<file path="src/rtl/pkmc_sdram_access_sched.sv">
// pkmc SDRAM access scheduler.
// Arbitrates requesters A and B and periodic refresh onto the single SDRAM FSM.
module pkmc_sdram_access_sched #(
  parameter int REF_PERIOD = 195,
  parameter int MAX_PEND   = 4
) (
  input  logic       clk_i,
  input  logic       rst_ni,
  input  logic       init_done_i,
  input  logic       req_a_i,
  input  logic       req_b_i,
  output logic       ack_a_o,
  output logic       ack_b_o,
  output logic       cmd_valid_o,
  output logic [1:0] cmd_sel_o,
  input  logic       cmd_done_i,
  output logic [2:0] ref_pend_o,
  output logic       ref_overrun_o
);

  typedef enum logic [1:0] {
    IDLE,
    CMD_A,
    CMD_B,
    CMD_REF
  } state_t;

  localparam logic [15:0] RELOAD   = 16'(REF_PERIOD - 1);
  localparam logic [2:0]  PEND_MAX = 3'(MAX_PEND);

  localparam logic [1:0] SEL_A   = 2'b00;
  localparam logic [1:0] SEL_B   = 2'b01;
  localparam logic [1:0] SEL_REF = 2'b10;

  state_t      state;
  state_t      state_nxt;
  logic [1:0]  sel;
  logic [1:0]  sel_nxt;
  logic        rr;
  logic        rr_nxt;
  logic [15:0] timer;
  logic [2:0]  pend;
  logic        ovr;
  logic        tick;
  logic        ref_done;

  assign tick     = init_done_i && (timer == 16'd0);
  assign ref_done = (state == CMD_REF) && cmd_done_i;

  // Refresh interval timer; parked at reload until init completes.
  always_ff @(posedge clk_i or negedge rst_ni) begin
    if (!rst_ni) begin
      timer <= RELOAD;
    end else if (!init_done_i || timer == 16'd0) begin
      timer <= RELOAD;
    end else begin
      timer <= timer - 16'd1;
    end
  end

  // Postponed-refresh count; a tick and a finished refresh cancel out.
  always_ff @(posedge clk_i or negedge rst_ni) begin
    if (!rst_ni) begin
      pend <= 3'd0;
    end else if (tick && !ref_done) begin
      if (pend != PEND_MAX) pend <= pend + 3'd1;
    end else if (ref_done && !tick) begin
      if (pend != 3'd0) pend <= pend - 3'd1;
    end
  end

  // Sticky overrun: a tick landed while the backlog was already full.
  always_ff @(posedge clk_i or negedge rst_ni) begin
    if (!rst_ni) begin
      ovr <= 1'b0;
    end else if (tick && pend == PEND_MAX) begin
      ovr <= 1'b1;
    end
  end

  // State, command select and round-robin pointer registers.
  always_ff @(posedge clk_i or negedge rst_ni) begin
    if (!rst_ni) begin
      state <= IDLE;
      sel   <= SEL_A;
      rr    <= 1'b0;
    end else begin
      state <= state_nxt;
      sel   <= sel_nxt;
      rr    <= rr_nxt;
    end
  end

  // Grant decision in IDLE; commands run until the FSM reports done.
  always_comb begin
    state_nxt = state;
    sel_nxt   = sel;
    rr_nxt    = rr;
    unique case (state)
      IDLE: begin
        if (init_done_i) begin
          if (pend == PEND_MAX) begin
            state_nxt = CMD_REF;
            sel_nxt   = SEL_REF;
          end else if (req_a_i && req_b_i) begin
            state_nxt = rr ? CMD_B : CMD_A;
            sel_nxt   = rr ? SEL_B : SEL_A;
            rr_nxt    = ~rr;
          end else if (req_a_i) begin
            state_nxt = CMD_A;
            sel_nxt   = SEL_A;
          end else if (req_b_i) begin
            state_nxt = CMD_B;
            sel_nxt   = SEL_B;
          end else if (pend != 3'd0) begin
            state_nxt = CMD_REF;
            sel_nxt   = SEL_REF;
          end
        end
      end
      CMD_A, CMD_B, CMD_REF: begin
        if (cmd_done_i) state_nxt = IDLE;
      end
      default: state_nxt = IDLE;
    endcase
  end

  assign cmd_valid_o   = (state != IDLE);
  assign cmd_sel_o     = sel;
  assign ack_a_o       = (state == CMD_A) && cmd_done_i;
  assign ack_b_o       = (state == CMD_B) && cmd_done_i;
  assign ref_pend_o    = pend;
  assign ref_overrun_o = ovr;

endmodule

</file>
<file path="config.mk">
export PLATFORM = sky130hd
export DESIGN_NAME = pkmc_sdram_access_sched
export DESIGN_NICKNAME = d
export VERILOG_FILES = /design/src/rtl/pkmc_sdram_access_sched.sv
export SDC_FILE = /design/constraint.sdc
export NUM_CORES = 1
export LEC_CHECK = 0
export BUFFER_PORTS_ARGS = -buffer_cell sky130_fd_sc_hd__buf_2
export CORE_MARGIN = 2
export CORE_UTILIZATION = 54
export CTS_BUF_LIST = sky130_fd_sc_hd__clkbuf_8
export CTS_CLUSTER_SIZE = 28
export DETAILED_ROUTE_END_ITERATION = 10
export GPL_ROUTABILITY_DRIVEN = 0
export GPL_TIMING_DRIVEN = 0
export PLACE_DENSITY = 0.77
export SLEW_MARGIN = 15
export SYNTH_ARGS = -nofsm -noshare
export SYNTH_HDL_FRONTEND = slang
export SYNTH_SLANG_ARGS = --single-unit
</file>
<file path="constraint.sdc">
create_clock -name clk_i -period 2.9 [get_ports clk_i]
set_clock_uncertainty 0.1 [all_clocks]
set_input_delay 0.29 -clock clk_i [delete_from_list [all_inputs] [get_ports clk_i]]
set_output_delay 0.29 -clock clk_i [all_outputs]
set_load 0.05 [all_outputs]
</file>
== Word-level counts from Yosys, hierarchy flattened ==
Cells that the tools add are included.

* Input port bits: 6
* Output and inout bits: 9
* Register bits after elaboration: 25

* Muxes and demuxes: 20
* Equal/unequal tests: 9
* Reduce and logical (&&, ||, !) cells: 24
* Add/subtract/negate cells: 3
* Bitwise operators: 2

{| class="wikitable"
|+ Operators with widths
! cell !! number
|-
| 2-bit two-way mux || 13
|-
| 16-bit logical NOT || 1
|-
| 16-bit two-way mux || 1
|-
| 16-bit by 1-bit subtractor with 16-bit output, second input constant || 1
|-
| 3-bit two-way mux || 4
|-
| 3-bit AND reduction || 3
|-
| 1-bit logical AND || 8
|-
| 6-bit != test, second input constant || 1
|-
| 2-bit nonzero test || 3
|-
| 5-bit nonzero test || 1
|-
| 2-bit equality test, second input constant || 2
|-
| 2-bit != test, second input constant || 2
|-
| 2-bit one-hot mux with 2 select lines || 1
|-
| 4-bit AND reduction || 1
|-
| 3-bit by 1-bit adder with 3-bit output, second input constant || 1
|-
| 3-bit equality test, second input constant || 1
|-
| 1-bit logical NOT || 3
|-
| 3-bit != test, second input constant || 1
|-
| 3-bit nonzero test || 1
|-
| 3-bit OR reduction || 1
|-
| 3-bit by 1-bit subtractor with 3-bit output, second input constant || 1
|-
| 2-bit by 1-bit equality test with 1-bit output, second input constant || 1
|-
| 2-bit logical NOT || 1
|-
| 2-bit by 1-bit != test with 1-bit output, second input constant || 1
|-
| 3 further kinds || 4
|}

== Depth between registers and ports, before layout ==
Gate-level depths: netlist of run 1.

* Depth after elaboration: 8
* Mapped depth: 12

== Worst setup path after synthesis of run 1 ==
Ideal clock, no wire load.

* Kind: register -> register
* Start: register timer[0]
* End: register pend[2], in the netlist ref_pend_o[2]
* Clock period less this slack: 2.819 ns
* Slack: 0.081 ns
* Path buffers: 0
* Stages on the path, launching flop included: 13
* Arrival: 2.595 ns
* Required time: 2.676 ns
* Path through: dfrtp_1 inv_1 ha_1 nor3b_4 nand4_2 nor4_2 ha_1 inv_1 fa_1 nor3b_1 a21oi_1 a2bb2oi_1 o21ai_1

* Cells in the longest elaborated chain, start to end: 6
* Elaborated cells on any way between the ends: 10
* Classes of those cells: eq/ne (1); mux (1); reduce/logical (8)

{| class="wikitable"
|+ RTL lines
! what !! line !! source
|-
| start: declaration || 41 || <nowiki>logic [15:0] timer;</nowiki>
|-
| start signal: assignment || 57 || <nowiki>timer <= timer - 16'd1;</nowiki>
|-
| 16-bit logical NOT (*) || 47 || <nowiki>assign tick = init_done_i && (timer == 16'd0);</nowiki>
|-
| 1-bit logical AND (*) || 47 ||
|-
| 1-bit logical NOT || 67 || <nowiki>end else if (ref_done && !tick) begin</nowiki>
|-
| 1-bit logical AND || 67 ||
|-
| 2-bit nonzero test (no line) || - ||
|-
| 3-bit AND reduction (no line) || - ||
|-
| end signal: assignment || 66 || <nowiki>if (pend != PEND_MAX) pend <= pend + 3'd1;</nowiki>
|-
| end signal: assignment || 68 || <nowiki>if (pend != 3'd0) pend <= pend - 3'd1;</nowiki>
|-
| end: declaration || 42 || <nowiki>logic [2:0] pend;</nowiki>
|}

Mark *: on every way between the ends. The rest lies on a longest branch, timed or not.
A chain may end at the register's enable or synchronous reset.

== Worst setup path in the final report of run 1 ==
Ends and elaborated chain as after synthesis.

==> run summary, run 1 <==
Cells after Synth -> 126
post-route minimum period -> 2810 ps
DIE HEIGHT -> 53.5 um
Post-synth EDFFs -> 0
Hold Vio Cnt, Final -> 0
DIE AREA -> 2860 um^2
Final Cell Area -> 1600 um^2
setup_tns -> 0 ps
Post-DP Area -> 1430 um^2
CP Class -> reg -> reg
DRC viols -> 0
post-place setup slack -> -285 ps
vias in the first global route -> 988
number of synthesized register bits -> 25
P&R area growth vs syn -> 20.9%
register area share after synthesis -> 0.475
Worst Setup End Kind -> flop
CP max FO -> 4
WL per Instance -> 14.3 um
Die X -> 53.5 um
asr flop ratio synth -> 1.00
Initial Util -> 0.587
outcome -> finished, final reports clean
num rows -> 17
vias per cell -> 5.64
Detailed Routing Iterations Pass 1 -> 4
IO Pins -> 15
CP required -> 2970 ps
clk sinks -> 25
Remaining Overflow, GRT -> 0
Port Buffers -> 14
Final setup viols -> 0
CTS tree -> built
Num CTS Buffers -> 3
YS warnings -> 0
maximum vdd ir drop -> 666 uV
DRT iter0 DRCs -> 21
syn_nets -> 135
Mapped Area -> 1320 um^2
final slew viol count -> 0
hold_ws -> 112 ps
clock latency on the worst-skew pair -> 270 ps
Clk pin slew, worst setup/hold paths -> 90 ps
most frequent cells in the layout -> dfrtp_1, nor2_1, buf_2, buf_4
fraction of layout cells with a size suffix above 1 -> 0.310
Primary FF master, synth -> dfrtp_1
synthesized area per cell -> 10.5 um^2
Vias -> 1033
P per Cell Area -> 721 nW/um^2
Detailed Route WL -> 2620 um
nets -> 165
crit path DAT -> 2880 ps
Static Leakage -> 0.000672 uW
commonest non-fill, non-tap cell in the layout -> dfrtp_1
Slew HR -> 0.636
Hold Path Class -> in -> reg
Clock Path Buffers -> 2
Antenna Nets Post-Route -> 0
Worst-Margin Slew -> 546 ps
setup slack after layout -> 87.3 ps
final core area utilization -> 0.710
RSZ-0062 raised after global routing -> true
Core Region -> 2250 um^2
clk root buf -> clkbuf_8
H-tree levels -> 1
DP HPWL -> 1820 um
largest net degree at the start of global routing -> 26
ratio of final minimum period to clock period -> 0.970
ANT cells -> 0
first-pass GRT wire length -> 4450 um
Critical Path Source Type -> flop
Fmax -> 356 MHz
initial antenna violation count -> 0
GRT Total Usage -> 0.224
max cap viols -> 0
Netlist cell types -> 46
[power by group]
part | internal [uW] | total [uW] | switching [uW] | leakage [uW]
logic | 154 | 453 | 299 | 0.000329
registers | 412 | 494 | 81.7 | 0.000316
clock network | 95.1 | 208 | 113 | 0.0000269
[cells in the mapped netlist, types with 3 or more instances]
| library cell | instances | share of area |
|---|---|---|
| dfstp_2 | 3 | 0.060 |
| nand3_1 | 3 | 0.011 |
| a21oi_1 | 8 | 0.030 |
| xnor2_1 | 4 | 0.026 |
| dfrtp_1 | 22 | 0.42 |
| nor2_1 | 15 | 0.043 |
| inv_1 | 5 | 0.014 |
| nand2_1 | 8 | 0.023 |
| or3_1 | 3 | 0.014 |
| xor2_1 | 6 | 0.040 |
| o21ai_0 | 5 | 0.019 |
[layer usage]
metal / vias up / GRT usage / part of all wire
met3: 5 / 0.0593 / 0.032
met4: 0 / 0.137 / 0.021
met2: 17 / 0.337 / 0.48
li1: 513 / - / -
met5: - / 0 / 0
met1: 498 / 0.285 / 0.46
[through the flow]
| stage | instances | total power, uW |
|---|---|---|
| 2_1_floorplan | 126 | 828 |
| 3_3_place_gp | 168 | 919 |
| 3_5_place_dp | 168 | 934 |
| 4_1_cts | 174 | 1140 |
| 5_1_grt | 183 | 1220 |
| 6_report | 183 | 1150 |
[sequential cells by signal, indices dropped and copies added (netlist names)]
| register | flops |
|---|---|
| rr | 1 |
| ref_overrun_o | 1 |
| ref_pend_o | 3 |
| state | 2 |
| cmd_sel_o | 2 |
| timer | 16 |
[final timing paths]
| path | startpoint | endpoint | slack [ps] | cells after the start |
|---|---|---|---|---|
| worst max-delay path | timer[0]$_DFF_PN0_ | ref_pend_o[2]$_DFFE_PN0P_ | 90 | 12 |
| worst min-delay path | init_done_i | timer[6]$_DFF_PN1_ | 110 | 2 |
| worst max register to register | timer[0]$_DFF_PN0_ | ref_pend_o[2]$_DFFE_PN0P_ | 90 | 12 |
| worst min register to register | timer[0]$_DFF_PN0_ | timer[0]$_DFF_PN0_ | 380 | 1 |
| max in group asynchronous | rst_ni | timer[0]$_DFF_PN0_ | 1880 | 2 |
| min in group asynchronous | rst_ni | timer[4]$_DFF_PN0_ | 430 | 2 |
[cell type report]
class / instances / area [um^2]
sequential: 25 / 631
multi-input combinational: 94 / 704
timing repair buffer: 25 / 155
buffer: 2 / 11.3
clock buffer: 3 / 41.3
inverter: 5 / 18.8
tap: 28 / 35.0
fill: 168 / 654
clock inverter: 1 / 3.75
[worst max-delay path, cell delays in order, from the launching register on]
cell and delay (ps):
dfrtp_2 430, inv_2 70, ha_4 130, nor3b_4 230, nand4_4 150, nor4_4 340
ha_2 270, inv_2 50, fa_2 380, nor3b_2 170, a21oi_1 130, a2bb2oi_1 170
o21ai_1 80
[cells by family after synthesis]
group                      share of synthesized area
AOI/OAI and AO/OA                              0.147
xor gates and xnor gates                      0.0662
adders and majority gates                     0.0340
buffers and inverters                         0.0227
DFF                                            0.475
muxes                                        0.00851
and+or+nand+nor                                0.246
[repair_timing]
action | 4_1_cts | 5_1_grt
cloned | 0 | 0
setup buffers | 1 | 9
setup endpoints to repair | 1 | 1
pin swaps | 1 | 5
hold endpoints to repair | 22 | 0
hold buffers | 1 | 0
gates resized for setup | 3 | 8
Note: power is estimated with default switching activity, not from simulation.
==> run 2, diff against run 1 <==
==> constraint.sdc (replaced) <==
create_clock -name clk_i -period 2.9 [get_ports clk_i]
set_clock_uncertainty 0.1 [all_clocks]
set_input_delay 0.145 -clock clk_i [delete_from_list [all_inputs] [get_ports clk_i]]
set_output_delay 0.145 -clock clk_i [all_outputs]
set_load 0.05 [all_outputs]
==> run 2 against run 1 <==
Effect of this change: worst setup slack got worse by 22 ps; via count increased by 3.5%; worst hold slack got worse by 35 ps; clock-buffer cell count unchanged; clock power about the same; combinational power hardly changed; sequential power hardly changed; total power up 0.38%; die area did not move; fmax decreased by 0.77%; register-to-register slack worse by 20 ps; critical path type unchanged; critical endpoint unchanged; largest cell class unchanged.
==> run summary, run 2 (same netlist as run 1, synthesis figures left out) <==
outcome -> finished, final reports clean (unchanged)
Final setup viols -> 0 (unchanged)
post-route minimum period -> 2830 ps (was 2810 ps)
DRC viols -> 0 (unchanged)
final slew viol count -> 0 (unchanged)
Crit-path slowest cell -> dfrtp_2 (unchanged)
initial antenna violation count -> 0 (unchanged)
RSZ-0062 raised after global routing -> true (unchanged)
Top reg by flops -> timer (unchanged)
Worst Setup End Kind -> flop (unchanged)
final cell count without fillers -> 184 (was 183)
IO Pins -> 15 (unchanged)
num rows -> 17 (unchanged)
max cap viols -> 0 (unchanged)
Fmax -> 353 MHz (was 356 MHz)
CP max FO -> 4 (unchanged)
fraction of layout cells with a size suffix above 1 -> 0.308 (was 0.310)
clock latency on the worst-skew pair -> 280 ps (was 270 ps)
Worst-Margin Slew -> 546 ps (about the same)
P&R area growth vs syn -> 21.6% (was 20.9%)
CP Class -> reg -> reg (unchanged)
Final Cell Area -> 1610 um^2 (was 1600 um^2)
setup slack after layout -> 65.5 ps (was 87.3 ps)
Num CTS Buffers -> 3 (unchanged)
Hold Path Cell Cnt -> 3 (was 2)
post-place setup slack -> -285 ps (unchanged)
H-tree levels -> 1 (unchanged)
Initial Util -> 0.587 (unchanged)
critical path cell sequence -> inv_2, ha_4, nor3b_4, nand4_4, nor4_4, ha_2, inv_2, fa_2, nor3b_2, a21oi_1, a2bb2oi_1, o21ai_1 (unchanged)
DRT iter0 DRCs -> 21 (unchanged)
Port Buffers -> 14 (unchanged)
hold_ws -> 76.7 ps (was 112 ps)
crit path DAT -> 2900 ps (was 2880 ps)
vias per cell -> 5.81 (was 5.64)
clk sinks -> 25 (unchanged)
Core Region -> 2250 um^2 (unchanged)
clk root buf -> clkbuf_8 (unchanged)
ratio of final minimum period to clock period -> 0.977 (was 0.970)
r2r worst-path depth -> 12 (unchanged)
DIE HEIGHT -> 53.5 um (unchanged)
dpl cells -> 168 (unchanged)
largest net degree at the start of global routing -> 26 (unchanged)
Antenna Nets Post-Route -> 0 (unchanged)
Vias -> 1069 (was 1033)
most frequent cells in the layout -> dfrtp_1, nor2_1, buf_2, buf_4 (unchanged)
DP HPWL -> 1820 um (unchanged)
nets -> 166 (was 165)
Hold Vio Cnt, Final -> 0 (unchanged)
register area -> 631 um^2 (unchanged)
Clk pin slew, worst setup/hold paths -> 90 ps (about the same)
DIE AREA -> 2860 um^2 (unchanged)
vias in the first global route -> 994 (was 988)
Critical Path Source Type -> flop (unchanged)
Largest register FFs -> 16 (unchanged)
first-pass GRT wire length -> 4490 um (was 4450 um)
Clock Path Buffers -> 2 (unchanged)
CP required -> 2970 ps (about the same)
Detailed Routing Iterations Pass 1 -> 4 (unchanged)
ANT cells -> 0 (unchanged)
GRT Total Usage -> 0.225 (was 0.224)
commonest non-fill, non-tap cell in the layout -> dfrtp_1 (unchanged)
Slew HR -> 0.636 (about the same)
CP top delay family -> simple AND/OR/NAND/NOR gates (unchanged)
WP depth -> 12 (unchanged)
Static Leakage -> 0.000676 uW (was 0.000672 uW)
Tot Pwr -> 1160 uW (was 1150 uW)
Detailed Route WL -> 2740 um (was 2620 um)
area of the multi-input gates -> 704 um^2 (unchanged)
WL per Instance -> 14.9 um (was 14.3 um)
Remaining Overflow, GRT -> 0 (unchanged)
Post-DP Area -> 1430 um^2 (unchanged)
CTS tree -> built (unchanged)
CP dominant cell by count -> inv_2 (unchanged)
P per Cell Area -> 720 nW/um^2 (was 721 nW/um^2)
Worst path max stage delay -> 440 ps (was 430 ps)
Hold Path Class -> in -> reg (unchanged)
Buf/Inv on CP -> 2 (unchanged)
fill count -> 169 (was 168)
maximum vdd ir drop -> 667 uV (was 666 uV)
Die X -> 53.5 um (unchanged)
## run 2: cell count changes in the layout (fill, tap and decap cells not counted)
cell,change
dlygate4sd3_1,+1
## run 2: tightest hold or removal path, stage by stage
cell,delay [ps]
buf_2,120
nand4_1,80
xnor2_1,70
## run 2: metrics by stage
stage,setup TNS (ps),util
after floorplan,0,-
after detailed placement,-285,0.634
after global placement,-171,0.634
after global routing,-88.7,0.714
after CTS,0,0.675
final,0,0.714
## run 2: per-layer routing
layer	global-route usage	routed length [um]	up-vias
met1	0.290	1250	516
met2	0.337	1290	29
li1	-	-	515
met5	0	0	-
met3	0.0593	105	9
met4	0.137	84	0
## run 2: worst paths after layout
path / startpoint / to / slack, ps
worst min register to register: ref_overrun_o$_DFFE_PN0P_ / ref_overrun_o$_DFFE_PN0P_ / 380
worst min-delay path: req_a_i / rr$_DFFE_PN0P_ / 80
worst max register to register: timer[0]$_DFF_PN0_ / ref_pend_o[2]$_DFFE_PN0P_ / 70
min in group asynchronous: rst_ni / timer[4]$_DFF_PN0_ / 280
max in group asynchronous: rst_ni / timer[0]$_DFF_PN0_ / 2030
worst max-delay path: timer[0]$_DFF_PN0_ / ref_pend_o[2]$_DFFE_PN0P_ / 70
## run 2: final cells by class
class / instances / share of cell area
plain buffers: 2 / 0.00699
flip-flops and latches: 25 / 0.392
clock inverters: 1 / 0.00233
repair buffers: 26 / 0.103
well taps: 28 / 0.0218
clock buffers: 3 / 0.0256
inverters: 5 / 0.0117
multi-input cells: 94 / 0.437
## run 2: report_power, final
| part | switching [uW] | total [uW] | internal, uW |
|---|---|---|---|
| Sequential | 82.1 | 494 | 412 |
| Combinational | 301 | 456 | 155 |
| Clock | 114 | 209 | 95.1 |
| Total | 497 | 1160 | 662 |
## run 2: timing repair
action                     in CTS  in global routing
setup endpoints to repair       1                  1
hold buffers                    2                  0
gates resized for setup         3                  8
pin swaps                       1                  5
hold endpoints to repair       23                  0
buffers inserted                1                  9
==> run 3, diff against run 2 <==
- CELL_PAD_IN_SITES_DETAIL_PLACEMENT: unset -> 0
- CELL_PAD_IN_SITES_GLOBAL_PLACEMENT: unset -> 1
- CORE_UTILIZATION: 54 -> 42
- PLACE_DENSITY: 0.77 -> unset
- PLACE_DENSITY_LB_ADDON: unset -> 0.1
==> run 3 against run 2 <==
Effect of this change: cell area up 2.2%; non-clock buffer count up 2; combinational power up 2%; clock power down 5%; sequential power hardly changed; critical endpoint unchanged; via count fell by 3.9%; routed wire length down 1.5%.
==> run summary, run 3 (same netlist as run 1, synthesis figures left out) <==
vias per cell -> 5.08 (was 5.81)
GRT Total Usage -> 0.161 (was 0.225)
Clock Path Buffers -> 2 (unchanged)
Critical Path Source Type -> flop (unchanged)
Initial Util -> 0.437 (was 0.587)
WL per Instance -> 13.3 um (was 14.9 um)
Num CTS Buffers -> 3 (unchanged)
Fmax -> 359 MHz (was 353 MHz)
initial antenna violation count -> 0 (unchanged)
Clk pin slew, worst setup/hold paths -> 80 ps (was 90 ps)
CP Class -> reg -> reg (unchanged)
Net Sw Power -> 491 uW (was 497 uW)
Top reg by flops -> timer (unchanged)
final slew viol count -> 0 (unchanged)
Seq pwr share -> 0.427 (about the same)
ANT cells -> 0 (unchanged)
r2r startpoint -> timer[0]$_DFF_PN0_ (unchanged)
Slew HR -> 0.628 (was 0.636)
most frequent cells in the layout -> dfrtp_1, nor2_1, buf_2, buf_4 (unchanged)
Switching Share -> 0.424 (was 0.429)
Remaining Overflow, GRT -> 0 (unchanged)
post-place setup slack -> -277 ps (was -285 ps)
nets -> 168 (was 166)
Hold Path Class -> in -> reg (unchanged)
clock power share -> 0.172 (was 0.180)
ratio of final minimum period to clock period -> 0.961 (was 0.977)
Final setup viols -> 0 (unchanged)
post-route minimum period -> 2790 ps (was 2830 ps)
reg-to-reg endpoint -> ref_pend_o[2]$_DFFE_PN0P_ (unchanged)
total internal power -> 668 uW (was 662 uW)
fraction of layout cells with a size suffix above 1 -> 0.316 (was 0.308)
maximum vdd ir drop -> 513 uV (was 667 uV)
clock latency on the worst-skew pair -> 270 ps (was 280 ps)
r2r worst-path depth -> 12 (unchanged)
DRT iter0 DRCs -> 33 (was 21)
max cap viols -> 0 (unchanged)
Setup crit start -> timer[0]$_DFF_PN0_ (unchanged)
RSZ-0062 raised after global routing -> true (unchanged)
CTS tree -> built (unchanged)
commonest non-fill, non-tap cell in the layout -> dfrtp_1 (unchanged)
DRC viols -> 0 (unchanged)
DIE HEIGHT -> 60.1 um (was 53.5 um)
CP max FO -> 3 (was 4)
IO Pins -> 15 (unchanged)
CP required -> 2960 ps (was 2970 ps)
crit path DAT -> 2840 ps (was 2900 ps)
Antenna Nets Post-Route -> 0 (unchanged)
Detailed Routing Iterations Pass 1 -> 4 (unchanged)
final cell count without fillers -> 202 (was 184)
Hold Vio Cnt, Final -> 0 (unchanged)
clk root buf -> clkbuf_8 (unchanged)
Comb power frac -> 0.401 (was 0.393)
r2r setup slk -> 110 ps (was 70 ps)
outcome -> finished, final reports clean (unchanged)
clk sinks -> 25 (unchanged)
H-tree levels -> 1 (unchanged)
P per Cell Area -> 704 nW/um^2 (was 720 nW/um^2)
Worst-Margin Slew -> 558 ps (was 546 ps)
Port Buffers -> 14 (unchanged)
hold_ws -> 82.7 ps (was 76.7 ps)
setup slack after layout -> 114 ps (was 65.5 ps)
Largest register FFs -> 16 (unchanged)
DIE AREA -> 3620 um^2 (was 2860 um^2)
DP HPWL -> 1800 um (was 1820 um)
Detailed Route WL -> 2700 um (was 2740 um)
vias in the first global route -> 981 (was 994)
num rows -> 20 (was 17)
Die X -> 60.1 um (was 53.5 um)
Vias -> 1027 (was 1069)
largest net degree at the start of global routing -> 26 (unchanged)
Core Region -> 3030 um^2 (was 2250 um^2)
dpl cells -> 184 (was 168)
P&R area growth vs syn -> 24.3% (was 21.6%)
Worst Setup End Kind -> flop (unchanged)
CP endpoint -> ref_pend_o[2]$_DFFE_PN0P_ (unchanged)
Static Leakage -> 0.000682 uW (was 0.000676 uW)
first-pass GRT wire length -> 4260 um (was 4490 um)
==> run 3: changes by cell type in the layout (fill, tap and decap cells not counted), sizes merged <==
| cell | change |
|---|---|
| buf | +2 |
==> run 3: power groups by stage <==
stage,logic (uW),registers [uW],clock network [uW]
detailed placement,433,502,0
global placement,433,499,0
finish,465,494,199
CTS,445,494,208
global route,499,509,224
floorplan,241,588,0
==> run 3: worst max-delay path, stage by stage (launching register included) <==
cell and delay, ps:
dfrtp_2 430, inv_2 70, ha_4 120, nor3b_4 240
nand4_4 160, nor4_4 340, ha_2 240, inv_2 50
fa_2 370, nor3b_2 160, a21oi_1 140, a2bb2oi_1 170
o21ai_1 80
==> run 3: how the worst min path moves through the flow <==
stage | startpoint | endpoint | slack, ps | depth (start not counted)
CTS | cmd_done_i | state[0]$_DFFE_PN0P_ | 80 | 3
detailed placement | rst_ni | timer[3]$_DFF_PN0_ | 70 | 1
finish | cmd_done_i | state[0]$_DFFE_PN0P_ | 80 | 3
global route | req_a_i | rr$_DFFE_PN0P_ | 90 | 3
global placement | rst_ni | timer[4]$_DFF_PN0_ | 70 | 1
floorplan | rst_ni | cmd_sel_o[0]$_DFFE_PN0P_ | -250 | 0
==> run 3: final cells by class <==
type / count / area [um^2]
buffer: 2 / 11.3
clock buffer: 3 / 41.3
clock inverter: 1 / 3.75
fill: 269 / 1380
inverter: 5 / 18.8
multi-input combinational: 94 / 704
sequential: 25 / 631
tap: 44 / 55.1
timing repair buffer: 28 / 180
==> run 3: repair_timing <==
| item | CTS | global route |
|---|---|---|
| hold buffers | 2 | 0 |
| pin swaps | 1 | 5 |
| endpoints found under the setup margin | 1 | 1 |
| endpoints found under the hold margin | 23 | 0 |
| resized for setup | 3 | 8 |
| setup buffers | 1 | 11 |
==> run 3: metal layers <==
layer	wire length [um]	track usage	vias up
li1	-	-	519
met1	1240	0.181	492
met2	1350	0.286	12
met3	61	0.0303	4
met4	41	0.0794	0
met5	0	0	-
==> run 3: through the flow <==
step           total power [uW]  TNS, ps  cell area [um^2]   util
2_1_floorplan               828        0              1320      -
3_3_place_gp                932     -234              1450  0.479
3_5_place_dp                935     -277              1450  0.479
4_1_cts                    1150        0              1540  0.509
5_1_grt                    1230    -94.6              1650  0.543
6_report                   1160        0              1650  0.543
